### src/rtl/ariane_pkg.sv
// Shared types for the flush sequencer: FSM states, default fence masks,
// and the bundle of pipeline flush strobes with its decoder.
package ariane_pkg;

  typedef enum logic {
    IDLE = 1'b0,
    WAIT = 1'b1
  } flush_state_e;

  localparam logic [1:0] FENCE_MASK_DEFAULT   = 2'b01;
  localparam logic [1:0] FENCE_I_MASK_DEFAULT = 2'b11;

  typedef struct packed {
    logic set_pc_commit;
    logic flush_if;
    logic flush_unissued_instr;
    logic flush_id;
    logic flush_ex;
    logic flush_bp;
    logic flush_tlb;
  } flush_strobes_t;

  // Exceptions, eret and debug entry redirect the PC themselves, so they veto set_pc_commit.
  function automatic flush_strobes_t decode_strobes(
    input logic commit_flush,
    input logic exc_flush,
    input logic mispredict,
    input logic sfence_vma
  );
    flush_strobes_t s;
    s.set_pc_commit        = commit_flush & ~exc_flush;
    s.flush_if             = commit_flush | exc_flush | mispredict;
    s.flush_unissued_instr = commit_flush | exc_flush | mispredict;
    s.flush_id             = commit_flush | exc_flush;
    s.flush_ex             = commit_flush | exc_flush;
    s.flush_bp             = exc_flush | mispredict;
    s.flush_tlb            = sfence_vma;
    return s;
  endfunction

endpackage

### src/rtl/lsb_onehot.sv
// Lowest-set-bit extractor: returns a one-hot copy of the least significant
// set bit of in_i, or zero when in_i is zero.
module lsb_onehot #(
  parameter int unsigned WIDTH = 2
) (
  input  logic [WIDTH-1:0] in_i,
  output logic [WIDTH-1:0] onehot_o
);

  assign onehot_o = in_i & (~in_i + WIDTH'(1));

endmodule

### src/rtl/flush_sequencer.sv
// Pipeline-flush strobe generator and multi-cache flush sequencer with deferred fences.
// Optional macro FLUSH_TIMEOUT_EN adds a per-episode wait limit with a timeout_o pulse.
module flush_sequencer
  import ariane_pkg::*;
#(
  parameter int unsigned            NR_CACHES      = 2,
  parameter logic [NR_CACHES-1:0]   FENCE_MASK     = FENCE_MASK_DEFAULT,
  parameter logic [NR_CACHES-1:0]   FENCE_I_MASK   = FENCE_I_MASK_DEFAULT,
  parameter bit                     SERIAL         = 1'b0,
  parameter int                     TIMEOUT_CYCLES = 1024
) (
  input  logic                 clk_i,
  input  logic                 rst_i,
  input  logic                 fence_i,
  input  logic                 fence_i_i,
  input  logic                 sfence_vma_i,
  input  logic                 flush_csr_i,
  input  logic                 flush_commit_i,
  input  logic                 ex_valid_i,
  input  logic                 eret_i,
  input  logic                 set_debug_pc_i,
  input  logic                 mispredict_i,
  input  logic                 halt_csr_i,
  input  logic [NR_CACHES-1:0] cache_flush_ack_i,
  output logic [NR_CACHES-1:0] cache_flush_req_o,
  output logic                 set_pc_commit_o,
  output logic                 flush_if_o,
  output logic                 flush_unissued_instr_o,
  output logic                 flush_id_o,
  output logic                 flush_ex_o,
  output logic                 flush_bp_o,
  output logic                 flush_tlb_o,
  output logic                 halt_o,
  output logic                 busy_o,
  output logic                 timeout_o
);

  flush_state_e         state_q, state_d;
  logic [NR_CACHES-1:0] pend_q, pend_d;
  logic [NR_CACHES-1:0] defer_q, defer_d;
  logic [NR_CACHES-1:0] req_q, req_d;
  logic [NR_CACHES-1:0] new_mask_s;
  logic [NR_CACHES-1:0] acc_s;
  logic [NR_CACHES-1:0] pend_left_s;
  logic [NR_CACHES-1:0] defer_all_s;
  logic [NR_CACHES-1:0] lsb_s;
  flush_strobes_t       strobes_s;

  assign strobes_s = decode_strobes(
    fence_i | fence_i_i | sfence_vma_i | flush_csr_i | flush_commit_i,
    ex_valid_i | eret_i | set_debug_pc_i,
    mispredict_i,
    sfence_vma_i
  );

  assign set_pc_commit_o        = strobes_s.set_pc_commit;
  assign flush_if_o             = strobes_s.flush_if;
  assign flush_unissued_instr_o = strobes_s.flush_unissued_instr;
  assign flush_id_o             = strobes_s.flush_id;
  assign flush_ex_o             = strobes_s.flush_ex;
  assign flush_bp_o             = strobes_s.flush_bp;
  assign flush_tlb_o            = strobes_s.flush_tlb;

  assign new_mask_s = (fence_i   ? FENCE_MASK   : {NR_CACHES{1'b0}}) |
                      (fence_i_i ? FENCE_I_MASK : {NR_CACHES{1'b0}});
  // Only acks that land on a live request retire a cache.
  assign acc_s       = cache_flush_ack_i & req_q;
  assign pend_left_s = pend_q & ~acc_s;
  assign defer_all_s = defer_q | new_mask_s;

  assign busy_o            = (state_q == WAIT);
  assign halt_o            = halt_csr_i | busy_o;
  assign cache_flush_req_o = req_q;

`ifdef FLUSH_TIMEOUT_EN
  localparam int unsigned CNT_W = (TIMEOUT_CYCLES > 1) ? $clog2(TIMEOUT_CYCLES) : 1;
  localparam logic [CNT_W-1:0] CNT_MAX = CNT_W'(TIMEOUT_CYCLES - 1);
  logic [CNT_W-1:0] cnt_q, cnt_d;
  logic             timeout_q, timeout_d;
  assign timeout_o = timeout_q;
`else
  logic unused_timeout_cfg_s;
  assign unused_timeout_cfg_s = (TIMEOUT_CYCLES == 32'sd0);
  assign timeout_o = 1'b0;
`endif

  // Next-state logic for the episode FSM, pending and deferred masks.
  always_comb begin
    state_d = state_q;
    pend_d  = pend_q;
    defer_d = defer_q;
    case (state_q)
      IDLE: begin
        if (new_mask_s != {NR_CACHES{1'b0}}) begin
          pend_d  = new_mask_s;
          state_d = WAIT;
        end else begin
          pend_d  = {NR_CACHES{1'b0}};
        end
        defer_d = {NR_CACHES{1'b0}};
      end
      WAIT: begin
        if (pend_left_s != {NR_CACHES{1'b0}}) begin
          pend_d  = pend_left_s;
          defer_d = defer_all_s;
        end else if (defer_all_s != {NR_CACHES{1'b0}}) begin
          pend_d  = defer_all_s;
          defer_d = {NR_CACHES{1'b0}};
        end else begin
          pend_d  = {NR_CACHES{1'b0}};
          defer_d = {NR_CACHES{1'b0}};
          state_d = IDLE;
        end
      end
      default: begin
        state_d = IDLE;
        pend_d  = {NR_CACHES{1'b0}};
        defer_d = {NR_CACHES{1'b0}};
      end
    endcase
`ifdef FLUSH_TIMEOUT_EN
    cnt_d     = {CNT_W{1'b0}};
    timeout_d = 1'b0;
    if (state_q != WAIT) begin
      cnt_d = {CNT_W{1'b0}};
    end else if (acc_s != {NR_CACHES{1'b0}}) begin
      cnt_d = {CNT_W{1'b0}};
    end else if (cnt_q == CNT_MAX) begin
      state_d   = IDLE;
      pend_d    = {NR_CACHES{1'b0}};
      defer_d   = {NR_CACHES{1'b0}};
      timeout_d = 1'b1;
    end else begin
      cnt_d = cnt_q + CNT_W'(1);
    end
`endif
  end

  lsb_onehot #(
    .WIDTH (NR_CACHES)
  ) u_lsb (
    .in_i     (pend_d),
    .onehot_o (lsb_s)
  );

  // Request register follows the next pending mask, so a request drops the cycle after its ack.
  always_comb begin
    req_d = {NR_CACHES{1'b0}};
    if (state_d == WAIT) begin
      req_d = SERIAL ? lsb_s : pend_d;
    end else begin
      req_d = {NR_CACHES{1'b0}};
    end
  end

  // State and output registers.
  always_ff @(posedge clk_i) begin
    if (rst_i) begin
      state_q <= IDLE;
      pend_q  <= {NR_CACHES{1'b0}};
      defer_q <= {NR_CACHES{1'b0}};
      req_q   <= {NR_CACHES{1'b0}};
    end else begin
      state_q <= state_d;
      pend_q  <= pend_d;
      defer_q <= defer_d;
      req_q   <= req_d;
    end
  end

`ifdef FLUSH_TIMEOUT_EN
  // Episode wait counter and timeout pulse.
  always_ff @(posedge clk_i) begin
    if (rst_i) begin
      cnt_q     <= {CNT_W{1'b0}};
      timeout_q <= 1'b0;
    end else begin
      cnt_q     <= cnt_d;
      timeout_q <= timeout_d;
    end
  end
`endif

endmodule

### config.mk
export PLATFORM = sky130hd
export DESIGN_NAME = flush_sequencer
export DESIGN_NICKNAME = d
export VERILOG_FILES = /design/src/rtl/ariane_pkg.sv /design/src/rtl/lsb_onehot.sv /design/src/rtl/flush_sequencer.sv
export SDC_FILE = /design/constraint.sdc
export NUM_CORES = 1
export LEC_CHECK = 0
export CAP_MARGIN = 20
export CORE_AREA = 3 3 40 42
export DETAILED_ROUTE_END_ITERATION = 8
export DIE_AREA = 0 0 43 45
export HOLD_SLACK_MARGIN = 0.03
export PLACE_DENSITY = 0.7
export SLEW_MARGIN = 0
export SYNTH_ARGS = -nofsm -noshare
export SYNTH_HDL_FRONTEND = slang
export SYNTH_SLANG_ARGS = --single-unit
### constraint.sdc
create_clock -name clk_i -period 5.2 [get_ports clk_i]
set_clock_uncertainty 0.1 [all_clocks]
set_input_delay 1.04 -clock clk_i [delete_from_list [all_inputs] [get_ports clk_i]]
set_output_delay 1.04 -clock clk_i [all_outputs]
set_load 0.01 [all_outputs]
Word level (Yosys, flattened, before mapping). Cells that the tools add are included. Widths: inputs -> output; s select.

Logic and storage cells: 39. Output and inout bits: 12. Input port bits: 14. Flip-flop bits (word level): 7.

Bitwise logic cells: 19. Multiplexer cells: 12. Reduce and logical (&&, ||, !) cells: 4.

Operators by type and width (count): $mux 2 (5); $or 1x1->1 (10); $pmux 2 s2 (2); $reduce_bool 2->1 (3); $and 2x2->2 (2); $mux 1 (4); $not 1->1 (3); $not 2->2 (1); $or 1x2->2 (1); $or 2x2->2 (1); $pmux 1 s2 (1); $reduce_or 2->1 (1); $and 1x1->1 (1).

Logic depth before layout (Yosys ltp). Gate-level depths: netlist (run 1).

Depth in word-level cells: 9. Depth in mapped cells: 4. Gate-level depth less buffers: 3.

Least setup slack after synthesis (run 1). No wires, ideal clock.

Path kind: in2out. Start: in fence_i_i. End: out flush_unissued_instr_o. Stages on the path: 3. Data required time: 4.060 ns. Path buffers: 1. Path slack: 1.912 ns. Data arrival time: 2.148 ns. Cell sequence: or4_1 or3_1 buf_4.

Word-level cells in the longest chain between the ends: 6.

Ends and longest elaborated chain: from (decl) (RTL line flush_sequencer.sv:15) `input logic fence_i_i,`; $or 1x1->1 (4 in a row) (RTL line flush_sequencer.sv:50) `fence_i | fence_i_i | sfence_vma_i | flush_csr_i | flush_commit_i,`; $or 1x1->1 (2 in a row); to (decl) (RTL line flush_sequencer.sv:28) `output logic flush_unissued_instr_o,`.

Every way passes these cells.

Worst setup path in the final report (run 1).
Start: in fence_i_i. End: out flush_unissued_instr_o.

Word-level cells in the longest chain between the ends: 6.

Ends and longest elaborated chain: $or 1x1->1 (4 in a row) (RTL line flush_sequencer.sv:50); $or 1x1->1 (2 in a row) (RTL line ariane_pkg.sv:33) `s.flush_unissued_instr = commit_flush | exc_flush | mispredict;`.

Every way passes these cells.

==> results of run 1 <==
sequential cells by signal, summed over array words and instances (netlist names):
signal and count:
cache_flush_req_o 2, defer_q 2, pend_q 2, busy_o 1
routing by layer:
metal,GRT usage,up-vias,share of wire
met2,0.153,11,0.50
met3,0.0398,2,0.083
li1,-,188,-
met4,0.0723,0,0.0093
met5,0,-,0
met1,0.101,163,0.40
synth_stat cells, drive strengths merged:
library cell / count
inv: 1
nor2: 3
a21oi: 2
a22o: 1
o221a: 2
o31ai: 1
nor3: 2
a211oi: 2
dfxtp: 7
nand3: 1
buf: 4
or4: 1
a21boi: 1
or3: 1
or2: 1
nand2: 4
o21a: 1
nand2b: 1
conb: 1
nor2b: 1
a31oi: 1
cells in the final DEF, fill, tap and decap left out:
| cell type | Yosys | layout |
|---|---|---|
| clkdlybuf4s50_1 | 0 | 24 |
| dfxtp_1 | 7 | 7 |
| nand2_1 | 4 | 4 |
| nor2_1 | 3 | 3 |
| clkbuf_4 | 0 | 3 |
| nor3_1 | 2 | 2 |
| o221a_2 | 2 | 2 |
| a21oi_1 | 2 | 2 |
| a211oi_1 | 2 | 2 |
| or4_1 | 1 | 1 |
| nand2b_1 | 1 | 1 |
| or2_2 | 1 | 1 |
| nor2b_1 | 1 | 1 |
| or3_1 | 1 | 1 |
| a21boi_1 | 1 | 1 |
| o21a_1 | 1 | 1 |
| nand3_1 | 1 | 1 |
| inv_1 | 1 | 1 |
| a22o_1 | 1 | 1 |
| o31ai_1 | 1 | 1 |
| a31oi_1 | 1 | 1 |
| conb_1 | 1 | 1 |
| clkbuf_1 | 0 | 1 |
logic make-up (layout without fill, tap and decap cells):
| group | after synthesis | in the layout | synth area share |
|---|---|---|---|
| buffers and inverters | 5 | 29 | 0.100 |
| other | 1 | 1 | 0.0111 |
| and+or+nand+nor | 15 | 15 | 0.219 |
| DFF | 7 | 7 | 0.416 |
| AOI/OAI and AO/OA | 11 | 11 | 0.253 |
worst min-delay path by stage:
stage,startpoint,slack (ns),to,cells after the start
global placement,defer_q[1],0.43,defer_q[1],2
global route,defer_q[1],0.45,defer_q[1],2
detailed placement,defer_q[1],0.42,defer_q[1],2
floorplan,defer_q[1],0.39,defer_q[1],2
CTS,defer_q[1],0.43,defer_q[1],2
finish,defer_q[1],0.43,defer_q[1],2
final cells by class:
class / count / area share
inverter: 1 / 0.00634
timing repair buffer: 24 / 0.406
tap: 15 / 0.0317
multi-input combinational: 27 / 0.275
sequential: 7 / 0.237
clock buffer: 4 / 0.0444
where the power goes:
group	switching [mW]	leakage (nW)	internal, mW
Sequential	0.00255	0.0582	0.0576
Clock	0.0200	0.0150	0.0293
Combinational	0.0106	0.152	0.0191
worst max-delay path, cell delays in order:
cell and delay (ns):
clkdlybuf4s50_1 0.49, or4_1 0.56, or3_1 0.37, clkdlybuf4s50_1 0.49
==> impl_metrics.json, run 1 <==
{
  "outcome": "complete, no violations",
  "rr_worst_depth": 3,
  "clock-root-buffer": "clkbuf_4",
  "diodes": 0,
  "fillerInstances": 123,
  "cts_tree": "yes",
  "fin_worst_hold_slack_ns": 0.429,
  "grt_overflow": 0,
  "hold_path_class": "flop to flop",
  "yosys.area.top_type": "dfxtp_1",
  "synth_cell_types": 21,
  "grt_usage": 0.0958,
  "layout.nets": 78,
  "drt_pass1_iterations": 3,
  "synth_area_per_cell_um2": 8.63,
  "synthToLayoutAreaGrowth_pct": 75.8,
  "placementRows": 13,
  "design.core.area_mm2": 0.00128,
  "post_drt_wl_per_cell_um": 11.1,
  "crit_path_end_kind": "output port",
  "drtIter0Drc": 9,
  "slew_violations": 0,
  "start_kind": "input port",
  "syn_nets": 53,
  "post_cts_resized": 0,
  "cts_sinks": 7,
  "clkLatencyLatePin_ns": 0.25,
  "wl_um": 864,
  "dp.cells": 74,
  "finalSetupTns_ns": 0,
  "hold_viol": 0,
  "pre_cts_ws_ns": 1.10,
  "num_vias": 364,
  "synth.area.top_cells": "dfxtp_1 42%, buf_4 8.9%, o221a_2 6.7%",
  "rrSetupSlack_ns": 3.91,
  "cts_buffer_depth": 2,
  "fin_crit_ns": 4.10,
  "grt_pass1_wl_mm": 1.35,
  "io_pins": 26,
  "crit_path_end": "flush_unissued_instr_o",
  "grt_setup_unrepaired": "no",
  "multi_input_area_um2": 163,
  "post-cts-setup-buffers": 0,
  "path_max_fanout": 6,
  "grt_max_degree": 9,
  "start_util": 0.262,
  "ir_drop_mv": 0.0684,
  "ys_warn_count": 0,
  "grt_pass1_vias": 315,
  "postRouteAntennaNets": 0,
  "die_h_um": 45,
  "drive_gt1_frac": 0.0952,
  "finalCritPeriodShare": 0.788,
  "crit_arrival_ns": 2.96,
  "cts_hold_buf": 0,
  "fin_area_um2": 592,
  "r2r_end": "defer_q[0]",
  "timing.rr.start": "pend_q[1]",
  "clk_pin_slew_ns": 0.05,
  "syn-cell-area_um2": 337,
  "synthCells": 39,
  "cp.required_ns": 4.06,
  "die_w_um": 43,
  "fmaxAchievable_ghz": 0.244,
  "htreeDepth": 1,
  "synth-seq-area-share": 0.416,
  "final_util": 0.461,
  "p_leak_nw": 0.226,
  "dpl_cell_area_um2": 566,
  "drc": 0,
  "io_buffers": 24,
  "crit_path_start": "fence_i_i",
  "setup_violations": 0,
  "viasPerCell": 4.67,
  "setup_ws_ns": 1.10,
  "die-area_mm2": 0.00194,
  "layout.cells.non_filler": 78,
  "area.sequential_um2": 140,
  "path_class": "input port to output port",
  "synth.ff_latch_count": 7,
  "drv_cap": 0,
  "cts_made_buffers": 3,
  "synth_top_cell_area_share": 0.416,
  "p_per_area_mw_per_mm2": 235,
  "antenna_found_initial": 0,
  "gp_congestion": 0.739,
  "fin_total_pwr_mw": 0.139
}
No activity file was read; power rests on OpenSTA's default activity.
==> run 2: changes to the inputs <==
--- a/config.mk
+++ b/config.mk
@@ -10,7 +10,7 @@
 export DETAILED_ROUTE_END_ITERATION = 8
 export DIE_AREA = 0 0 43 45
 export HOLD_SLACK_MARGIN = 0.03
-export PLACE_DENSITY = 0.7
+export PLACE_DENSITY = 0.72
 export SLEW_MARGIN = 0
 export SYNTH_ARGS = -nofsm -noshare
 export SYNTH_HDL_FRONTEND = slang
==> constraint.sdc (replaced) <==
create_clock -name clk_i -period 3.5 [get_ports clk_i]
set_clock_uncertainty 0.1 [all_clocks]
set_input_delay 0.7 -clock clk_i [delete_from_list [all_inputs] [get_ports clk_i]]
set_output_delay 0.7 -clock clk_i [all_outputs]
set_load 0.01 [all_outputs]
==> run 2 against run 1 <==
Sequential share of layout area decreased by 0.30 points. Register-to-register slack lost 1.7 ns. Total power increased by 49%. First-iteration DRC count shrank 56%. Largest cell class unchanged.
==> impl_metrics.json, run 2 (synthesis gave the netlist of run 1 again) <==
{
  "fmaxAchievable_ghz": 0.300,
  "cp_common_cell": "clkdlybuf4s50_1",
  "gp_congestion": 0.750,
  "io_buffers": 24,
  "grt_max_degree": 9,
  "layout_common_cells": "24 x clkdlybuf4s50_1, 7 x dfxtp_1, 4 x nand2_1, 3 x nor2_1, 3 x clkbuf_4",
  "die-area_mm2": 0.00194,
  "num_vias": 361,
  "post-cts-setup-buffers": 0,
  "grt_pass1_vias": 367,
  "drive_gt1_frac": 0.109,
  "drc": 0,
  "cp.required_ns": 2.70,
  "synthToLayoutAreaGrowth_pct": 78.1,
  "pre_cts_ws_ns": 0.164,
  "clkLatencyLatePin_ns": 0.25,
  "outcome": "complete, no violations",
  "htreeDepth": 1,
  "viasPerCell": 4.57,
  "hpwl_um": 739,
  "cts_buffer_depth": 2,
  "crit_arrival_ns": 2.53,
  "die_h_um": 45,
  "drv_cap": 0,
  "path_class": "input port to output port",
  "ir_drop_mv": 0.195,
  "postRouteAntennaNets": 0,
  "layout.nets": 79,
  "setup_violations": 0,
  "clkPwrFrac": 0.351,
  "post_drt_wl_per_cell_um": 11.4,
  "max_stage_delay_ns": 0.54,
  "finalCritPeriodShare": 0.952,
  "grt_setup_unrepaired": "no",
  "drt_pass1_iterations": 4,
  "internal_power_mw": 0.158,
  "placementRows": 13,
  "design.core.area_mm2": 0.00128,
  "clk_pin_slew_ns": 0.05,
  "drtIter0Drc": 4,
  "path_max_fanout": 2,
  "grt_pass1_wl_mm": 1.59,
  "finalSetupTns_ns": 0,
  "start_util": 0.262,
  "cts_tree": "yes",
  "post_cts_resized": 0,
  "hold_viol": 0,
  "slew_violations": 0,
  "fin_crit_ns": 3.33,
  "cp_cell_sequence": "clkdlybuf4s50_1 > or4_1 > or3_1 > clkdlybuf4s50_1",
  "fin_total_pwr_mw": 0.208,
  "io_pins": 26,
  "clock-root-buffer": "clkbuf_4",
  "top_layer": "met3",
  "wl_met1_um": 373,
  "cpMaxStageDelayCell": "or4_1",
  "hold_path_class": "flop to flop",
  "setup_ws_ns": 0.169,
  "cts_made_buffers": 3,
  "start_kind": "input port",
  "grt_overflow": 0,
  "cts_sinks": 7,
  "diodes": 0,
  "p_seq_frac": 0.432,
  "crit_path_end_kind": "output port",
  "wl_um": 899,
  "wl_met2_um": 448,
  "wl_met3_um": 76,
  "swShare": 0.239,
  "fin_worst_hold_slack_ns": 0.423,
  "cts_hold_buf": 0,
  "final_common_cell": "clkdlybuf4s50_1",
  "p_per_area_mw_per_mm2": 347,
  "grt_usage": 0.117,
  "p_leak_nw": 0.230,
  "antenna_found_initial": 0,
  "comb_power_share": 0.217,
  "die_w_um": 43,
  "switching_power_mw": 0.0497
}
run 2: cell count changes in the layout (fill, tap and decap cells not counted):
cell   change
buf_4      +1
run 2: power by group through the flow:
| stage | sequential (mW) | combinational, mW | clock (mW) |
|---|---|---|---|
| 3_3_place_gp | 0.0909 | 0.0449 | 0 |
| 2_1_floorplan | 0.0918 | 0.0168 | 0 |
| 3_5_place_dp | 0.0913 | 0.0453 | 0 |
| 6_report | 0.0897 | 0.0451 | 0.0730 |
| 4_1_cts | 0.0896 | 0.0454 | 0.0764 |
| 5_1_grt | 0.0905 | 0.0499 | 0.0827 |
run 2: path summary, 6_finish.rpt:
check / start / to / slack [ns] / depth (start not counted)
worst max-delay path: fence_i_i / flush_unissued_instr_o / 0.17 / 4
worst min-delay path: defer_q[1] / defer_q[1] / 0.42 / 2
worst max register to register: pend_q[1] / defer_q[1] / 2.23 / 3
worst min register to register: defer_q[1] / defer_q[1] / 0.42 / 2
run 2: critical path: cells and delay by family:
kind / cells / cell delay (ns)
buffers and inverters: 2 / 0.91
AND/OR/NAND/NOR: 2 / 0.92
run 2: area by class of cell:
class	instances	area, µm²
fillers	134	686
flip-flops and latches	7	140
inverters	1	3.75
well taps	15	18.8
repair buffers	25	248
multi-input cells	27	163
clock buffers	4	26.3
run 2: per-stage QoR:
stage               utilization  instance area, µm²  instances
floorplan                     -                 337         39
global placement          0.446                 573         75
detailed placement        0.446                 573         75
CTS                       0.466                 599         79
global route              0.466                 599         79
finish                    0.466                 599         79
run 2: routing by layer:
layer / vias up / global-route usage
met1: 157 / 0.127
met5: - / 0
met4: 0 / 0.0361
met2: 14 / 0.192
met3: 0 / 0.0717
li1: 190 / -
